$ cat config.mk
export PLATFORM = sky130hd
export DESIGN_NAME = mux_rr_arb
export DESIGN_NICKNAME = d
export VERILOG_FILES = /design/src/rtl/mux_rr_arb.sv
export SDC_FILE = /design/constraint.sdc
export NUM_CORES = 1
export LEC_CHECK = 0
export CORE_MARGIN = 2
export CORE_UTILIZATION = 35
export CTS_BUF_LIST = sky130_fd_sc_hd__clkbuf_4
export CTS_CLUSTER_SIZE = 30
export DETAILED_ROUTE_END_ITERATION = 10
export PLACE_DENSITY_LB_ADDON = 0.2
export SYNTH_ARGS = -nofsm -noshare
export SYNTH_HDL_FRONTEND = slang
export SYNTH_SLANG_ARGS = --single-unit
$ cat constraint.sdc
create_clock -name clk -period 3.1 [get_ports clk]
set_clock_uncertainty 0.2 [all_clocks]
set_input_delay 0.62 -clock clk [delete_from_list [all_inputs] [get_ports clk]]
set_output_delay 0.62 -clock clk [all_outputs]
set_load 0.02 [all_outputs]
$ cat src/rtl/mux_rr_arb.sv
// mux_rr_arb: N-channel registered data selector with valid/ready handshakes.
// In fixed mode an external select picks the channel. In round-robin mode a
// rotating pointer arbitrates fairly among the requesting channels. The winner
// is captured into a one-entry output register, tagged with its channel index.
module mux_rr_arb #(
    parameter  int N_CH = 4,
    parameter  int DW   = 4,
    localparam int IW   = $clog2(N_CH)
) (
    input  logic               clk,
    input  logic               rst,
    input  logic               en,
    input  logic               mode,
    input  logic [IW-1:0]      sel,
    input  logic [N_CH-1:0]    in_valid,
    input  logic [N_CH*DW-1:0] in_data,
    output logic [N_CH-1:0]    in_ready,
    output logic               out_valid,
    output logic [DW-1:0]      out_data,
    output logic [IW-1:0]      out_ch,
    output logic               out_active,
    input  logic               out_ready
);

    // Output register and arbitration pointer
    logic            r_vld_p1;
    logic [DW-1:0]   r_data_p1;
    logic [IW-1:0]   r_ch_p1;
    logic            r_active_p1;
    logic [IW-1:0]   r_rr_ptr;

    // Grant path
    logic              w_ld_ok;
    logic [2*N_CH-1:0] w_req2;
    logic [N_CH-1:0]   w_rot;
    logic              w_rr_hit;
    logic [IW-1:0]     w_rr_idx;
    logic [IW:0]       w_sum;
    logic              w_fix_hit;
    logic              w_hit;
    logic              w_fire;
    logic [IW-1:0]     w_idx;
    logic [IW-1:0]     w_ptr_nxt;
    logic [DW-1:0]     w_data;
    logic [N_CH-1:0]   w_gnt;

    // The output slot is free when empty or being drained this cycle.
    assign w_ld_ok = en & (~r_vld_p1 | out_ready);

    // Rotate the request vector so that bit 0 is the channel at rr_ptr; the
    // first set bit then gives the winner's offset from the pointer.
    assign w_req2 = {in_valid, in_valid};
    assign w_rot  = N_CH'(w_req2 >> r_rr_ptr);

    // Round-robin search: first requester at or after rr_ptr, modulo N_CH.
    always_comb begin
        w_rr_hit = 1'b0;
        w_rr_idx = '0;
        w_sum    = '0;
        for (int k = 0; k < N_CH; k++) begin
            if (!w_rr_hit && w_rot[k]) begin
                w_rr_hit = 1'b1;
                w_sum    = {1'b0, r_rr_ptr} + (IW+1)'(k);
                if (w_sum >= (IW+1)'(N_CH)) begin
                    w_sum = w_sum - (IW+1)'(N_CH);
                end
                w_rr_idx = w_sum[IW-1:0];
            end
        end
    end

    // Fixed select: an out-of-range sel matches no channel and so never grants.
    always_comb begin
        w_fix_hit = 1'b0;
        for (int i = 0; i < N_CH; i++) begin
            if (sel == IW'(i) && in_valid[i]) begin
                w_fix_hit = 1'b1;
            end
        end
    end

    assign w_hit  = mode ? w_rr_hit : w_fix_hit;
    assign w_idx  = mode ? w_rr_idx : sel;
    assign w_fire = w_ld_ok & w_hit;

    assign w_ptr_nxt = (w_idx == IW'(N_CH - 1)) ? '0 : w_idx + 1'b1;

    // One-hot grant and winner data selection.
    always_comb begin
        w_gnt  = '0;
        w_data = '0;
        for (int i = 0; i < N_CH; i++) begin
            if (w_idx == IW'(i)) begin
                w_gnt[i] = w_fire;
                w_data   = in_data[i*DW +: DW];
            end
        end
    end

    assign in_ready = w_gnt;

    // Output stage: load on grant, drop valid on drain without a new word.
    always_ff @(posedge clk or posedge rst) begin
        if (rst) begin
            r_vld_p1    <= 1'b0;
            r_data_p1   <= '0;
            r_ch_p1     <= '0;
            r_active_p1 <= 1'b0;
        end else if (w_fire) begin
            r_vld_p1    <= 1'b1;
            r_data_p1   <= w_data;
            r_ch_p1     <= w_idx;
            r_active_p1 <= (w_idx != '0);
        end else if (out_ready) begin
            r_vld_p1    <= 1'b0;
        end
    end

    // Round-robin pointer moves past the winner only on round-robin grants.
    always_ff @(posedge clk or posedge rst) begin
        if (rst) begin
            r_rr_ptr <= '0;
        end else if (w_fire && mode) begin
            r_rr_ptr <= w_ptr_nxt;
        end
    end

    assign out_valid  = r_vld_p1;
    assign out_data   = r_data_p1;
    assign out_ch     = r_ch_p1;
    assign out_active = r_active_p1;

endmodule
After elaboration in Yosys (flattened, before gate mapping) --
Index checks and enable logic that the tools add are counted.
Word-level totals: register bits after elaboration 10, input bits 27, word-level logic and storage cells 72
Cells by class: $add $sub $neg 8, order comparisons 4, eq/ne operators 6, shift-type cells 1, multiplexer cells 29, bitwise gates (word level) 4, reductions and logical operators 15
Operator list (number):
- two-way mux 2 bit | 10
- two-way mux 4 bit | 4
- two-way mux 1 bit | 15
- greater-or-equal comparator 3 bit (second input constant) | 3
- == test 2 bit (second input constant) | 4
- logical AND 1 bit | 8
- >> shifter 8 x 2 -> 4 bit | 1
- subtractor 2 x 1 -> 2 bit (second input constant) | 4
- adder 2 x 2 -> 3 bit (second input constant) | 2
- == test 2 x 1 -> 1 bit (second input constant) | 2
- logical NOT 2 bit | 2
- nonzero test 2 bit | 2
- adder 2 x 1 -> 3 bit (second input constant) | 1
- greater-or-equal comparator 2 x 3 -> 1 bit (second input constant) | 1
- logical NOT 1 bit | 3
- adder 2 x 1 -> 2 bit (second input constant) | 1
- bitwise AND 1 bit | 2
- inverter 1 bit | 1
- bitwise OR 1 bit | 1

Longest topological paths before layout --
depth in word-level cells 17, mapped depth 11, mapped depth without buffers 11

Least setup slack after synthesis --
No wires, ideal clock.
path kind input -> output, from input port in_valid[2], to output port in_ready[3], data arrival time 1991 ps, data required time 2280 ps, setup slack 289 ps, cell stages on the path 6, buffers on the path 1, path through mux2_2 > a221oi_1 > mux2_2 > ha_1 > buf_1 > and2_2
On the way: longest elaborated chain between the ends 14, elaborated cells on any way between the ends 23, classes of those cells eq/ne (1); shift (1); mux (13); bitwise (1); reduce/logical (7)
RTL lines:
- start, declared | line 15 | input logic [N_CH-1:0] in_valid,
- >> shifter 8 x 2 -> 4 bit * | line 53 | assign w_rot = N_CH'(w_req2 >> r_rr_ptr);
- two-way mux 1 bit | line 61 | if (!w_rr_hit && w_rot[k]) begin
- logical NOT 1 bit | line 61
- logical AND 1 bit | line 61
- two-way mux 1 bit | line 61
- logical NOT 1 bit | line 61
- logical AND 1 bit | line 61
- two-way mux 1 bit | line 61
- logical NOT 1 bit | line 61
- logical AND 1 bit | line 61
- two-way mux 2 bit * | line 61
- two-way mux 2 bit * | line 83 | assign w_idx = mode ? w_rr_idx : sel;
- net w_idx[0] | line 42 | logic [IW-1:0] w_idx;
- == test 2 bit * | line 93 | if (w_idx == IW'(i)) begin
- two-way mux 1 bit * | line 93
- end, declared | line 17 | output logic [N_CH-1:0] in_ready,
Mark *: on every way through the listed nets, which the timed path passes. The rest lies on a longest branch.

Worst setup path in the final report --
from input port in_valid[0], to output port in_ready[0]
On the way: longest elaborated chain between the ends 14, elaborated cells on any way between the ends 25, classes of those cells shift (1); mux (15); bitwise (1); reduce/logical (8)
RTL lines (line):
- >> shifter 8 x 2 -> 4 bit * | 53
- two-way mux 1 bit | 61
- logical NOT 1 bit | 61
- logical AND 1 bit | 61
- two-way mux 1 bit | 61
- logical NOT 1 bit | 61
- logical AND 1 bit | 61
- two-way mux 1 bit | 61
- logical NOT 1 bit | 61
- logical AND 1 bit | 61
- two-way mux 2 bit * | 61
- two-way mux 2 bit * | 83
- net w_idx[0] | 42
- logical NOT 2 bit * | 93
- two-way mux 1 bit * | 93
Marked as above.

==> summary.md <==
| Metric | Value |
|---|---|
| I/O pins | 39 |
| Slew HR | 0.757 |
| Cells on worst reg2reg path | 11 |
| Detailed Place HPWL | approximately 1.6 mm |
| DIE AREA | ~2600 um^2 |
| Placer Congestion | between 0.8 and 0.9 |
| Synth area leaders | dfrtp_1, a21oi_1, ha_1 |
| Reg2reg end | out_data[0]$_DFFE_PP0N_ |
| Clock Tree Buf Depth | 2 |
| Hold WC Path Type | flop to flop |
| Root Driver | clkbuf_4 |
| Worst Setup Start Kind | input pin |
| CP max-delay cell | mux2_4 |
| Largest net degree at the start of global routing | 11 |
| Post-route ant nets | 0 |
| Num Clock Sinks | 10 |
| Core area | 2020 um^2 |
| CP required | roughly 2300 ps |
| CP cell instances | dlygate4sd2_1 -> mux2_4 -> a221oi_4 -> mux2_4 -> inv_2 -> ha_2 -> and2_2 -> buf_6 |
| Vias post-DR | 790 |
| Crit path from | in_valid[0] |
| Num CTS Buffers | 3 |
| RSZ-0062 raised after global routing | no |
| Setup crit end | in_ready[0] |
| LEAKAGE | around 0.00064 uW |
| Fin nets | between 150 and 200 |
| CTS tree | done |
| Antenna cells | 0 |
| Setup CP Type | input pin to primary output |
| MaxCap Viol Count | 0 |
| Drt wl/cell | about 12 um |
| Arr. time, crit path | roughly 2200 ps |
| Area grow syn2layout | 79.7% |
| Synth top area share | 0.325 |
| Max incr delay on CP | slightly below 300 ps |
| # rows | 16 |
| Hold Fails Final Rpt | 0 |
| Hold Slack | approximately 320 ps |
| Die width | approximately 51 um |
| Post-layout minimum cycle time | about 3000 ps |
| Share of cells above drive strength 1 | 0.357 |
| Cell Area, Synth | between 700 and 800 um^2 |
| Sequential share of the synthesized area | 0.325 |
| Clock Pin Slew Worst Setup and Hold Paths | 60 ps |
| Port Buf Inserts | 38 |
| VDD IR max | between 0.2 and 0.3 mV |
| Syn Area/Cell | between 9 and 10 um^2 |
| Total grt overflow | 0 |
| Count of final max-slew check failures | 0 |
| Crit. End Element | primary output |
| Routed WL | 2.01 mm |
| DR pass1 iterations | 4 |
| CP max FO | 4 |
| Vias in the first global route | between 800 and 900 |
| Initial Util | 0.381 |
| RR Startpoint | r_rr_ptr[1]$_DFFE_PP0P_ |
| Fin crit share | 0.964 |
| Worst reg2reg setup slack | 510 ps |
| Cell seen most often among critical-path stages | mux2_4 |
| P per Cell Area | a little over 500 nW/um^2 |
| Post-route DRC | 0 |
| Initial antenna violation count | 0 |
| Fmax | roughly 330 MHz |
| Biggest area consumer among synthesized cells | dfrtp_1 |
| Synth warn | 0 |
| Global-route wire length before repair | roughly 3.3 mm |
| # setup viols final | 0 |
| Via/cell ratio | between 4 and 5 |
| Slew @ Worst Pin | around 360 ps |
| Post-synthesis cell count | 84 |
| H-Tree Depth | 1 |
| Status | finished clean |
| Number of synthesized register bits | 10 |
| Clk_lat worst skew | between 200 and 300 ps |
| Setup_tns | 0 ps |
| Post-synth cell types | 27 |
| Initial DRC Count | 5 |
| Die H | just over 50 um |
| GRT Resource Usage Total | 0.169 |
| Syn Nets | around 120 |
[critical path, delay by kind of cell]
family	cells	cell delay (ps)
and+or+nand+nor	1	180
adders and majority gates	1	170
muxes	2	510
AOI/OAI and AO/OA	1	260
buffers and inverters	3	430
[power by group]
group	switching, uW	total, uW	internal (uW)
logic	192	428	236
clock network	36.9	81.4	44.4
registers	26.2	199	173
[area by class of cell]
type	instances	area, um^2
inverters	8	30.0
clock buffers	3	22.5
well taps	27	33.8
multi-input cells	63	512
flip-flops and latches	10	250
repair buffers	59	537
fillers	172	637
[synthesized netlist by cell type]
| cell type | instances |
|---|---|
| o22ai_1 | 1 |
| and2_1 | 1 |
| mux2i_1 | 2 |
| a22o_1 | 1 |
| a31oi_4 | 1 |
| nor2_1 | 8 |
| a21oi_1 | 10 |
| nor3_1 | 3 |
| nor2b_1 | 4 |
| or3_1 | 1 |
| and2_2 | 4 |
| a22oi_1 | 1 |
| o21ai_0 | 3 |
| a221oi_1 | 4 |
| inv_1 | 8 |
| nand2_1 | 3 |
| ha_1 | 4 |
| a21oi_2 | 4 |
| or2b_2 | 1 |
| buf_6 | 1 |
| clkbuf_1 | 1 |
| dfrtp_1 | 10 |
| nand2b_1 | 1 |
| or3_4 | 1 |
| o41ai_4 | 1 |
| buf_1 | 1 |
| mux2_2 | 4 |
[timing repair]
item                                    4_1_cts  5_1_grt
resized for setup                            34        5
endpoints found under the setup margin        7        5
buffers inserted                              5        1
hold buffers                                  0        0
pin swaps                                     3        2
[placed cells by master, fill, tap and decap left out, types with 4 or more instances in the layout]
| cell | Yosys | layout |
|---|---|---|
| inv_1 | 8 | 6 |
| dfrtp_1 | 10 | 10 |
| and2_2 | 4 | 4 |
| a21oi_2 | 4 | 5 |
| dlygate4sd2_1 | 0 | 4 |
| buf_4 | 0 | 21 |
| clkdlybuf4s50_1 | 0 | 28 |
| nor2_1 | 8 | 8 |
| a21oi_1 | 10 | 9 |
| nor2b_1 | 4 | 4 |
[metrics by stage]
stage	cell area (um^2)	total power (uW)	worst slack (ps)	cells	util
2_1_floorplan	771	399	289	84	-
3_3_place_gp	1280	569	-539	161	0.632
3_5_place_dp	1280	577	-636	161	0.632
4_1_cts	1360	701	1.11	169	0.673
5_1_grt	1390	763	20.9	170	0.685
6_report	1390	708	111	170	0.685
[sequential cells by signal (all words and copies together), names as in the netlist]
| name | flops |
|---|---|
| out_data | 4 |
| out_ch | 2 |
| r_rr_ptr | 2 |
| out_valid | 1 |
| out_active | 1 |
[metal layers]
metal | GRT usage | part of all wire | wire length (um)
met4 | 0.0270 | 0 | 0
met1 | 0.188 | 0.43 | 860
met5 | 0 | 0 | 0
met3 | 0.0497 | 0.058 | 116
met2 | 0.318 | 0.51 | 1030
[cells by family (layout without fill, tap and decap cells)]
logic type,count (synthesis),after routing,share of synthesized area
mux,6,6,0.0844
compound gates,26,26,0.268
buf+inv,11,70,0.0633
simple gates,27,27,0.195
flops,10,10,0.325
fa+ha+maj,4,4,0.0649
[worst min-delay path by stage]
| stage | startpoint | endpoint | slack (ps) | depth (start not counted) |
|---|---|---|---|---|
| after floorplan | rst | out_active$_DFFE_PP0N_ | 260 | 1 |
| after global placement | out_ch[1]$_DFFE_PP0N_ | out_ch[1]$_DFFE_PP0N_ | 290 | 1 |
| after detailed placement | out_active$_DFFE_PP0N_ | out_active$_DFFE_PP0N_ | 310 | 2 |
| after CTS | out_data[1]$_DFFE_PP0N_ | out_data[1]$_DFFE_PP0N_ | 320 | 2 |
| after global routing | out_ch[0]$_DFFE_PP0N_ | out_ch[0]$_DFFE_PP0N_ | 330 | 1 |
| final | out_data[0]$_DFFE_PP0N_ | out_data[0]$_DFFE_PP0N_ | 320 | 2 |
(Power assumes the default switching activity.)
